[config.mk]
export PLATFORM = sky130hd
export DESIGN_NAME = lfsr_stream_encryptor
export DESIGN_NICKNAME = d
export VERILOG_FILES = /design/src/rtl/lfsr_stream_encryptor.sv
export SDC_FILE = /design/constraint.sdc
export NUM_CORES = 1
export LEC_CHECK = 0
export CAP_MARGIN = 30
export CELL_PAD_IN_SITES_DETAIL_PLACEMENT = 1
export CELL_PAD_IN_SITES_GLOBAL_PLACEMENT = 2
export CORE_UTILIZATION = 28
export DETAILED_ROUTE_END_ITERATION = 16
export MAX_ROUTING_LAYER = met4
export PLACE_DENSITY_LB_ADDON = 0.25
export SLEW_MARGIN = 15
export SYNTH_ARGS = -nofsm -noshare
export SYNTH_HDL_FRONTEND = slang
export SYNTH_SLANG_ARGS = --single-unit
[constraint.sdc]
create_clock -name CLK -period 1.86 [get_ports CLK]
set_input_delay 0.186 -clock CLK [delete_from_list [all_inputs] [get_ports CLK]]
set_output_delay 0.186 -clock CLK [all_outputs]
set_load 0.005 [all_outputs]
[src/rtl/lfsr_stream_encryptor.sv]
// Pads a 41-byte plaintext stream into a 64-byte frame and XORs each byte with a running 8-bit LFSR.
// Latency: 1 cycle from input accept to out_valid; stalls hold the output register and freeze the LFSR.
module lfsr_stream_encryptor #(
  parameter int          MSG_LEN   = 41,
  parameter int          FRAME_LEN = 64,
  parameter logic [7:0]  PAD_CHAR  = 8'h20
) (
  input  logic       CLK,
  input  logic       rst_n,
  input  logic       start,
  input  logic [5:0] cfg_pre_len,
  input  logic [7:0] cfg_taps,
  input  logic [7:0] cfg_seed,
  input  logic [7:0] in_data,
  input  logic       in_valid,
  output logic       in_ready,
  output logic [7:0] out_data,
  output logic       out_valid,
  input  logic       out_ready,
  output logic [5:0] out_index,
  output logic       busy,
  output logic       done,
  output logic       err
);

  typedef enum logic [2:0] {
    S_IDLE,
    S_PRE,
    S_MSG,
    S_POST,
    S_DONE
  } state_t;

  localparam logic [5:0] MAX_PRE  = 6'(FRAME_LEN - MSG_LEN);
  localparam logic [5:0] LAST_POS = 6'(FRAME_LEN - 1);
  localparam logic [5:0] LAST_MSG = 6'(MSG_LEN - 1);

  state_t     state_q, state_d;
  logic [7:0] lfsr_q, lfsr_d;
  logic [7:0] taps_q, taps_d;
  logic [5:0] pre_len_q, pre_len_d;
  logic [5:0] pos_q, pos_d;
  logic [5:0] msg_cnt_q, msg_cnt_d;
  logic [7:0] out_dat_q, out_dat_d;
  logic [5:0] out_idx_q, out_idx_d;
  logic       out_vld_q, out_vld_d;
  logic       err_q, err_d;

  logic       slot_free;
  logic       load;
  logic [7:0] src;
  logic       in_rdy;

  // The output register can take a new byte when empty or being drained this cycle.
  assign slot_free = !out_vld_q || out_ready;

  always_comb begin
    state_d   = state_q;
    lfsr_d    = lfsr_q;
    taps_d    = taps_q;
    pre_len_d = pre_len_q;
    pos_d     = pos_q;
    msg_cnt_d = msg_cnt_q;
    out_dat_d = out_dat_q;
    out_idx_d = out_idx_q;
    out_vld_d = out_vld_q && !out_ready;
    err_d     = err_q;
    load      = 1'b0;
    src       = PAD_CHAR;
    in_rdy    = 1'b0;

    case (state_q)
      S_IDLE, S_DONE: begin
        if (start) begin
          taps_d    = cfg_taps;
          pre_len_d = cfg_pre_len;
          lfsr_d    = cfg_seed;
          pos_d     = 6'd0;
          msg_cnt_d = 6'd0;
          err_d     = 1'b0;
          if (cfg_pre_len > MAX_PRE) begin
            state_d = S_DONE;
            err_d   = 1'b1;
          end else if (cfg_pre_len == 6'd0) begin
            state_d = S_MSG;
          end else begin
            state_d = S_PRE;
          end
        end
      end
      S_PRE: begin
        if (slot_free) begin
          load = 1'b1;
          if (pos_q == 6'(pre_len_q - 6'd1)) state_d = S_MSG;
        end
      end
      S_MSG: begin
        in_rdy = slot_free;
        if (in_valid && slot_free) begin
          load      = 1'b1;
          src       = in_data;
          msg_cnt_d = msg_cnt_q + 6'd1;
          if (msg_cnt_q == LAST_MSG) begin
            // A maximal preamble leaves no room for postamble padding.
            state_d = (pos_q == LAST_POS) ? S_DONE : S_POST;
          end
        end
      end
      S_POST: begin
        if (slot_free) begin
          load = 1'b1;
          if (pos_q == LAST_POS) state_d = S_DONE;
        end
      end
      default: state_d = S_IDLE;
    endcase

    if (load) begin
      out_dat_d = src ^ lfsr_q;
      out_idx_d = pos_q;
      out_vld_d = 1'b1;
      lfsr_d    = {lfsr_q[6:0], ^(lfsr_q & taps_q)};
      pos_d     = pos_q + 6'd1;
    end
  end

  always_ff @(posedge CLK or negedge rst_n) begin
    if (!rst_n) begin
      state_q   <= S_IDLE;
      lfsr_q    <= 8'd0;
      taps_q    <= 8'd0;
      pre_len_q <= 6'd0;
      pos_q     <= 6'd0;
      msg_cnt_q <= 6'd0;
      out_dat_q <= 8'd0;
      out_idx_q <= 6'd0;
      out_vld_q <= 1'b0;
      err_q     <= 1'b0;
    end else begin
      state_q   <= state_d;
      lfsr_q    <= lfsr_d;
      taps_q    <= taps_d;
      pre_len_q <= pre_len_d;
      pos_q     <= pos_d;
      msg_cnt_q <= msg_cnt_d;
      out_dat_q <= out_dat_d;
      out_idx_q <= out_idx_d;
      out_vld_q <= out_vld_d;
      err_q     <= err_d;
    end
  end

  assign in_ready  = in_rdy;
  assign out_data  = out_dat_q;
  assign out_index = out_idx_q;
  assign out_valid = out_vld_q;
  assign busy      = (state_q == S_PRE) || (state_q == S_MSG) || (state_q == S_POST);
  // done stays masked until the final byte has left the output register.
  assign done      = (state_q == S_DONE) && !out_vld_q;
  assign err       = err_q;

endmodule
### After elaboration in Yosys (flattened, before gate mapping)

Index checks and enable logic that the tools add are counted.
Widths: inputs -> output; s select.

| word-level totals | value |
|---|---|
| register bits | 53 |
| memories | 0 |
| logic and storage cells | 77 |
| bits in writable memories | 0 |
| ROM bits | 0 |
| bits in latches | 0 |
| output and inout bits | 19 |
| input port bits | 35 |

| cells by class | value |
|---|---|
| div/mod/pow operators | 0 |
| bitwise operators | 2 |
| multiply operators | 0 |
| $lt $le $gt $ge | 1 |
| $add $sub $neg | 3 |
| equality and inequality tests | 14 |
| reduce and logical (&&, ||, !) cells | 20 |
| mux-type cells | 27 |
| shift operators | 0 |

Operators by type and width:

| operator | number |
|---|---|
| $mux 8 | 5 |
| $mux 3 | 9 |
| $mux 6 | 4 |
| $ne 2x2->1 const B | 7 |
| $add 6x1->6 const B | 2 |
| $eq 6x6->1 const B | 2 |
| $pmux 3 s4 | 1 |
| $pmux 6 s2 | 1 |
| $and 8x8->8 | 1 |
| $reduce_xor 8->1 | 1 |
| $xor 8x8->8 | 1 |
| $reduce_and 7->1 | 1 |
| $eq 3x2->1 const B | 2 |
| $eq 6x6->1 | 1 |
| $gt 6x5->1 const B | 1 |
| $logic_not 6->1 | 1 |
| $reduce_bool 2->1 | 3 |
| $sub 6x1->6 const B | 1 |
| $mux 1 | 5 |
| $reduce_and 2->1 | 2 |
| $reduce_or 2->1 | 2 |
| $eq 3x1->1 const B | 1 |
| $eq 3x3->1 const B | 1 |
| $logic_and 1x1->1 | 3 |
| other kinds (6) | 9 |

### Longest topological paths before layout

Gate-level depths: netlist (run 1).

| depth | value |
|---|---|
| depth in word-level cells | 7 |
| depth in mapped cells | 8 |
| depth with buffers taken out | 7 |

### Least setup slack after synthesis (run 1)

No wires, ideal clock.

| timing path | value |
|---|---|
| path type | reg-to-reg |
| start point | register pos_q[0] |
| end point | register state_q[0] |
| cell stages (with the launch flop) | 8 |
| data arrival time | 1,805 ps |
| required time | 1,742 ps |
| path buffers | 1 |
| path slack | -63 ps |
| period minus slack after synthesis | 1,923 ps |
| setup time | 118 ps |
| cell sequence | dfrtp_1 ha_1 and3_1 clkbuf_1 nand4_1 a31oi_1 mux2_1 a21o_1 |

| between the ends | value |
|---|---|
| word-level cells in the longest chain between the ends | 5 |
| elaborated cells between the ends (all ways) | 9 |
| those cells by class | eq/ne: 4; mux: 4; reduce/logical: 1 |

Ends and longest elaborated chain:

| item | RTL line | text |
|---|---|---|
| start, declared | 42 | `logic [5:0] pos_q, pos_d;` |
| start signal, assigned | 144 | `pos_q <= pos_d;` |
| $eq 6x6->1 | 105, 112 |  |
| $mux 3 | 105 | `state_d = (pos_q == LAST_POS) ? S_DONE : S_POST;` |
| $mux 3 | 103 | `if (msg_cnt_q == LAST_MSG) begin` |
| $mux 3 | 99 | `if (in_valid && slot_free) begin` |
| $pmux 3 s4 | 72 | `case (state_q)` |
| end signal, assigned | 140 | `state_q <= state_d;` |
| end, declared | 38 | `state_t state_q, state_d;` |

Parallel ways exist; a longest one is shown, timed or not. The select of a mux whose other input is x is not followed.
A chain may end at the register's enable or synchronous reset.

### Worst setup path after layout (run 1)

| timing path | value |
|---|---|
| start point | register pre_len_q[0] |
| end point | register state_q[0] |

| between the ends | value |
|---|---|
| word-level cells in the longest chain between the ends | 4 |

Ends and longest elaborated chain:

| item | RTL line | text |
|---|---|---|
| start, declared | 41 | `logic [5:0] pre_len_q, pre_len_d;` |
| start signal, assigned | 143 | `pre_len_q <= pre_len_d;` |
| $sub 6x1->6 | 94 | `if (pos_q == 6'(pre_len_q - 6'd1)) state_d = S_MSG;` |
| $eq 6x6->1 | 94 |  |
| $ne 2x2->1 (no source line) | -- |  |
| $reduce_and 7->1 (no source line) | -- |  |

Every way passes these cells.

==> results of run 1 <==
-- worst max-delay path: stages, from the launching register on --
cell     delay, ps
dfrtp_1        420
inv_2           90
ha_4           120
or2b_1         250
o211a_1        230
or4_4          530
a21o_1         170
-- through the flow --
step | setup slack, ps | TNS [ps] | power, mW
floorplan | 13.7 | 0 | 3.48
global placement | -197 | -217 | 4.60
detailed placement | -234 | -363 | 4.70
CTS | -61.2 | -94.7 | 5.59
global route | -160 | -288 | 6.03
finish | -67.2 | -96.6 | 5.50
-- timing repair --
item,in CTS,in global routing
hold buffers,1,0
resized for setup,15,1
buffers inserted,5,1
hold endpoints to repair,16,0
pin swaps,5,0
endpoints found under the setup margin,4,3
-- cell usage in the layout (no fill, tap or decap), types with 2 or more instances in the layout --
master and count:
buf_4 37, nor3_1 2, nand2_1 108, a21oi_1 9, a22oi_1 7, dfrtp_1 51
or2b_1 2, mux2i_1 2, clkbuf_8 6, nand3_1 6, inv_2 2, clkdlybuf4s50_1 50
nand4_1 6, and3_1 6, inv_1 5, buf_12 2, xnor2_1 9, nor2_1 10
o21ai_1 14, o21ai_0 4, xor2_1 17, dfrtp_2 2, ha_1 3
-- power by group through the flow --
stage / sequential [mW] / clock, mW / combinational, mW
global placement: 1.97 / 0 / 2.63
global route: 2.02 / 0.781 / 3.22
floorplan: 1.90 / 0 / 1.58
detailed placement: 1.99 / 0 / 2.71
finish: 1.96 / 0.698 / 2.84
CTS: 1.97 / 0.734 / 2.89
-- synthesized netlist by cell type (4+ instances only) --
master and instances:
nand2_1 109, dfrtp_1 53, xor2_1 17, o21ai_1 13, nor2_1 12, xnor2_1 10
a21oi_1 9, a22oi_1 7, clkbuf_1 7, inv_1 7, and3_1 6, buf_2 6
nand3_1 6, nand4_1 6, o21ai_0 5, ha_1 4
-- flip-flops by register name, summed over array words and instances, names as in the netlist --
register	count
lfsr_q	8
out_data	8
taps_q	8
msg_cnt_q	6
out_index	6
pos_q	6
pre_len_q	6
state_q	3
err	1
out_valid	1
-- cell families (layout without fill, tap and decap cells) --
group | count (synthesis) | count (layout) | share of synthesized area (%)
AO/OA/AOI/OAI | 45 | 45 | 10.2
XOR/XNOR | 27 | 27 | 8.74
adder cells (fa/ha/maj) | 4 | 4 | 1.85
buffers and inverters | 23 | 108 | 3.75
flip-flops | 53 | 53 | 49.0
multiplexers | 3 | 3 | 1.16
AND/OR/NAND/NOR | 156 | 156 | 25.3
-- layout make-up --
class,instances,area (um^2),area share [%]
timing repair buffer,93,855,22.5
multi-input combinational,235,1330,35.0
clock buffer,6,82.6,2.18
inverter,7,26.3,0.693
clock inverter,2,13.8,0.363
tap,129,161,4.25
sequential,53,1330,35.0
-- worst max path at each step --
| stage | startpoint | end | cells after the start |
|---|---|---|---|
| after floorplan | pos_q[0] | state_q[0] | 7 |
| after global placement | cfg_pre_len[0] | state_q[0] | 6 |
| after detailed placement | cfg_pre_len[0] | state_q[0] | 6 |
| after CTS | pre_len_q[0] | state_q[0] | 7 |
| after global routing | pre_len_q[0] | state_q[0] | 7 |
| final | pre_len_q[0] | state_q[0] | 6 |
-- layer usage --
metal	GRT usage, %	wire length (um)
met1	21.5	3560
met2	26.8	3470
met3	2.37	178
met4	4.46	104
met5	-	0
==> metrics.cfg, run 1 <==
[cells_and_area]
final_cells = 525
fin_nets = 434
final_util_pct = 40.9
num-fill-cells = 1140
area_growth_pct = 40.2
design_area_um2 = 3790
final_layout_size_suffix_gt1_share_pct = 16.2
insertedDiodeCount = 0

[detailed_routing]
drc = 0
via_per_inst = 4.54
wl_per_cell_um = 13.9
via_count = 2385
wirelength_mm = 7.31
dr.pass1.iters = 4
drt_iter0_drc = 88
ant_nets = 0

[setup_path]
critPathLaunchType = flip-flop
endpoint_kind = flip-flop
critPathArrivalTime_ps = 2120
r2r.worst_path.cells = 6
cp_max_fo = 3
r2r_end = state_q[0]
crit_type = reg2reg
crit_required_ps = 2060
reg2reg_from = pre_len_q[0]
reg2reg_slack_ps = -70

[pwr]
seqPwrFrac_pct = 35.6
switching_share_pct = 38.7
power_per_cell_area_nw_per_um2 = 1450
power.share.combinational_pct = 51.7
p_sw_mw = 2.13
internal_power_mw = 3.37
clkPwrFrac_pct = 12.7
max-vdd-ir-drop_mv = 0.441
power_leakage_nw = 1.77

[placed_design]
dpl.hpwl_mm = 5.61
place_inst = 510
place.gp.congestion = 0.792
place_area_um2 = 3600
port_buffers = 53

[sta]
fmax_mhz = 519
fin_crit_sh_pct = 104
rsz0062_at_grt = true
hold_violations = 0
finalWorstSetupSlack_ps = -67.2
slew_viol_final = 0
finalCriticalPeriod_ps = 1930
setup_viol = 2
max_slew_margin_pct = 68.4
worst_slew_pin_slew_ps = 474
fin_skew_ps = 12.0
hold_ws_ps = 353

[yosys]
synth_ff_type = dfrtp_1
ys_seq_elements = 53
synth_area_leaders = dfrtp_1 49%, nand2_1 15%, xor2_1 5.5%
synth_edf_count = 0
synth_nets = 350
netlist_area_um2 = 2710
synth_top_area_cell = dfrtp_1
synth_top_area_share_pct = 49.0
ys_seq_area_share_pct = 49.0
syn_avg_cell_area_um2 = 8.70
async_flop_share_pct = 100
ys_warn_count = 0
syn_inst = 311
synth_cell_types = 43

[clock_network]
htreeDepth = 2
worstSkewPairLatency_ps = 310
clock-root-buffer = clkbuf_8
path_clk_slew_ps = 100
cts_max_path_buffers = 2
cts_tree = done
cts.sinks = 53
numCtsBuffers = 5

[run]
maxCapViolCount = 0

[global_routing]
overflow = 0
grt_pass1_wl_mm = 12.6
grt_pass1_vias = 2550
grt_max_degree = 23
grt.total_usage_pct = 16.5
antenna_found_initial = 0

[floorplan]
fp.dieH_um = 100
coreArea_um2 = 9280
ios = 54
die_w_um = 100
initial_core_util_pct = 29.1
die_area_um2 = 10100
rows = 35

[hold_path]
min_path_type = in2async

[status]
run_status = finished, violations left
violations = setup timing

Power figures use the tool's default switching activity.
==> run 2: changes to the inputs <==
Settings changed: SKIP_CTS_REPAIR_TIMING from default to 1.
==> metrics.cfg, run 2 (same netlist as run 1, synthesis figures left out) <==
[status]
run_status = finished, violations left  ; unchanged
violations = setup timing  ; unchanged

[cells_and_area]
fin_nets = 433  ; was 434
area_growth_pct = 39.6  ; was 40.2%
num-fill-cells = 1145  ; was 1,140
layout_common_cells = 109 x nand2_1, 51 x dfrtp_1, 51 x clkdlybuf4s50_1  ; was 108 x nand2_1, 51 x dfrtp_1, 50 x clkdlybuf4s50_1
final_common_cell = nand2_1  ; unchanged
final_util_pct = 40.7  ; was 40.9%
final_layout_size_suffix_gt1_share_pct = 15.4  ; was 16.2%
insertedDiodeCount = 0  ; unchanged

[clock_network]
cts.sinks = 53  ; unchanged
path_clk_slew_ps = 100  ; about the same
cts_tree = done  ; unchanged
worstSkewPairLatency_ps = 310  ; about the same
clock-root-buffer = clkbuf_8  ; unchanged
cts_max_path_buffers = 2  ; unchanged
numCtsBuffers = 5  ; unchanged
htreeDepth = 2  ; unchanged

[pwr]
p_sw_mw = 2.11  ; was 2.13 mW
switching_share_pct = 38.6  ; was 38.7%
power_leakage_nw = 1.75  ; was 1.77 nW
seqPwrFrac_pct = 36.1  ; was 35.6%
clkPwrFrac_pct = 12.8  ; was 12.7%
total_power_mw = 5.45  ; was 5.50 mW
power.share.combinational_pct = 51.1  ; was 51.7%
power_per_cell_area_nw_per_um2 = 1440  ; was 1450 nW/um^2
internal_power_mw = 3.34  ; was 3.37 mW
max-vdd-ir-drop_mv = 0.439  ; was 0.441 mV

[detailed_routing]
ant_nets = 0  ; unchanged
drc = 0  ; unchanged
wirelength_mm = 7.31  ; about the same
wl_per_cell_um = 14.0  ; was 13.9 um
via_per_inst = 4.54  ; about the same
dr.pass1.iters = 4  ; unchanged
drt_iter0_drc = 94  ; was 88
via_count = 2378  ; was 2,385

[sta]
rsz0062_at_grt = true  ; unchanged
totalNegativeSetupSlack_ps = -73.2  ; was -96.6 ps
fin_skew_ps = 9.52  ; was 12.0 ps
finalWorstSetupSlack_ps = -55.4  ; was -67.2 ps
finalCriticalPeriod_ps = 1920  ; was 1930 ps
hold_violations = 0  ; unchanged
slew_viol_final = 0  ; unchanged
setup_viol = 2  ; unchanged
fmax_mhz = 522  ; was 519 MHz
max_slew_margin_pct = 68.4  ; about the same
fin_crit_sh_pct = 103  ; was 104%
hold_ws_ps = 360  ; was 353 ps
worst_slew_pin_slew_ps = 473  ; was 474 ps

[floorplan]
rows = 35  ; unchanged
fp.dieH_um = 100  ; unchanged
coreArea_um2 = 9280  ; unchanged
ios = 54  ; unchanged
die_w_um = 100  ; unchanged
initial_core_util_pct = 29.1  ; unchanged
die_area_um2 = 10100  ; unchanged

[global_routing]
grt_max_degree = 23  ; unchanged
grt_pass1_vias = 2497  ; was 2,550
grt.total_usage_pct = 16.2  ; was 16.5%
antenna_found_initial = 0  ; unchanged
grt_pass1_wl_mm = 12.4  ; was 12.6 mm
overflow = 0  ; unchanged

[setup_path]
cp_top_family = simple AND/OR/NAND/NOR gates  ; unchanged
crit_type = reg2reg  ; unchanged
cpMaxStageDelayCell = or4_4  ; unchanged
slowest_delay_ps = 540  ; was 530 ps
crit_required_ps = 2060  ; about the same
path_cells = inv_2 -> ha_4 -> or2b_1 -> o211a_1 -> or4_4 -> a21o_1  ; unchanged
critPathArrivalTime_ps = 2110  ; was 2120 ps
endpoint_kind = flip-flop  ; unchanged
critPathLaunchType = flip-flop  ; unchanged
cp.buffers_inverters = 1  ; unchanged
cp_max_fo = 3  ; unchanged

[placed_design]
port_buffers = 53  ; unchanged
dpl.hpwl_mm = 5.61  ; unchanged
place.gp.congestion = 0.792  ; unchanged

[hold_path]
min_path_type = in2async  ; unchanged

[run]
maxCapViolCount = 0  ; unchanged

-- run 2: cell count changes in the layout (fill, tap and decap cells not counted) --
| cell | previous run | this run |
|---|---|---|
| dlygate4sd2_1 | 1 | 0 |
| nand2_2 | 1 | 0 |
| buf_4 | 37 | 36 |
| clkdlybuf4s50_1 | 50 | 51 |
| xnor2_1 | 9 | 10 |
| xnor2_2 | 1 | 0 |
| nand2_1 | 108 | 109 |
-- run 2: cell type report --
cell class	instances	area [um^2]	share of cell area (%)
well taps	129	161	4.27
multi-input cells	235	1320	34.8
inverters	7	26.3	0.696
repair buffers	92	848	22.5
flip-flops and latches	53	1330	35.2
clock inverters	2	13.8	0.364
clock buffers	6	82.6	2.19
-- run 2: per-stage QoR --
stage	setup WS [ps]	std cells	area, um^2
after floorplan	13.7	311	2710
after global placement	-197	510	3600
after detailed placement	-234	510	3600
after CTS	-247	518	3690
after global routing	-160	524	3780
final	-55.4	524	3780
-- run 2: path summary, 6_finish.rpt --
check | cells after the start | start | to | slack [ps]
hold reg to reg | 2 | out_index[4] | out_index[4] | 470
max in group asynchronous | 3 | rst_n | state_q[2] | 910
min in group CLK | 3 | cfg_taps[4] | taps_q[4] | 400
setup reg to reg | 6 | pre_len_q[0] | state_q[0] | -60
setup / recovery | 6 | pre_len_q[0] | state_q[0] | -60
hold / removal | 2 | rst_n | pre_len_q[4] | 360
-- run 2: power groups by stage --
| stage | clock [mW] | sequential [mW] | combinational [mW] |
|---|---|---|---|
| 2_1_floorplan | 0 | 1.90 | 1.58 |
| 3_3_place_gp | 0 | 1.97 | 2.63 |
| 3_5_place_dp | 0 | 1.99 | 2.71 |
| 4_1_cts | 0.734 | 1.96 | 2.72 |
| 5_1_grt | 0.781 | 2.04 | 3.15 |
| 6_report | 0.697 | 1.97 | 2.78 |
-- run 2: metal layers --
| metal | up-vias | global-route usage [%] | part of all wire [%] |
|---|---|---|---|
| li1 | 1189 | - | - |
| met5 | - | - | 0 |
| met4 | 0 | 4.46 | 1.4 |
| met1 | 1150 | 21.4 | 48 |
| met2 | 31 | 26.1 | 47 |
| met3 | 8 | 2.37 | 2.7 |
-- run 2: worst reg2reg max path, delay by kind of cell (launching register included) --
family / cells / cell delay, ps
AO/OA/AOI/OAI: 2 / 400
flip-flops: 1 / 410
AND/OR/NAND/NOR: 2 / 790
buffers and inverters: 1 / 90
adder cells (fa/ha/maj): 1 / 120
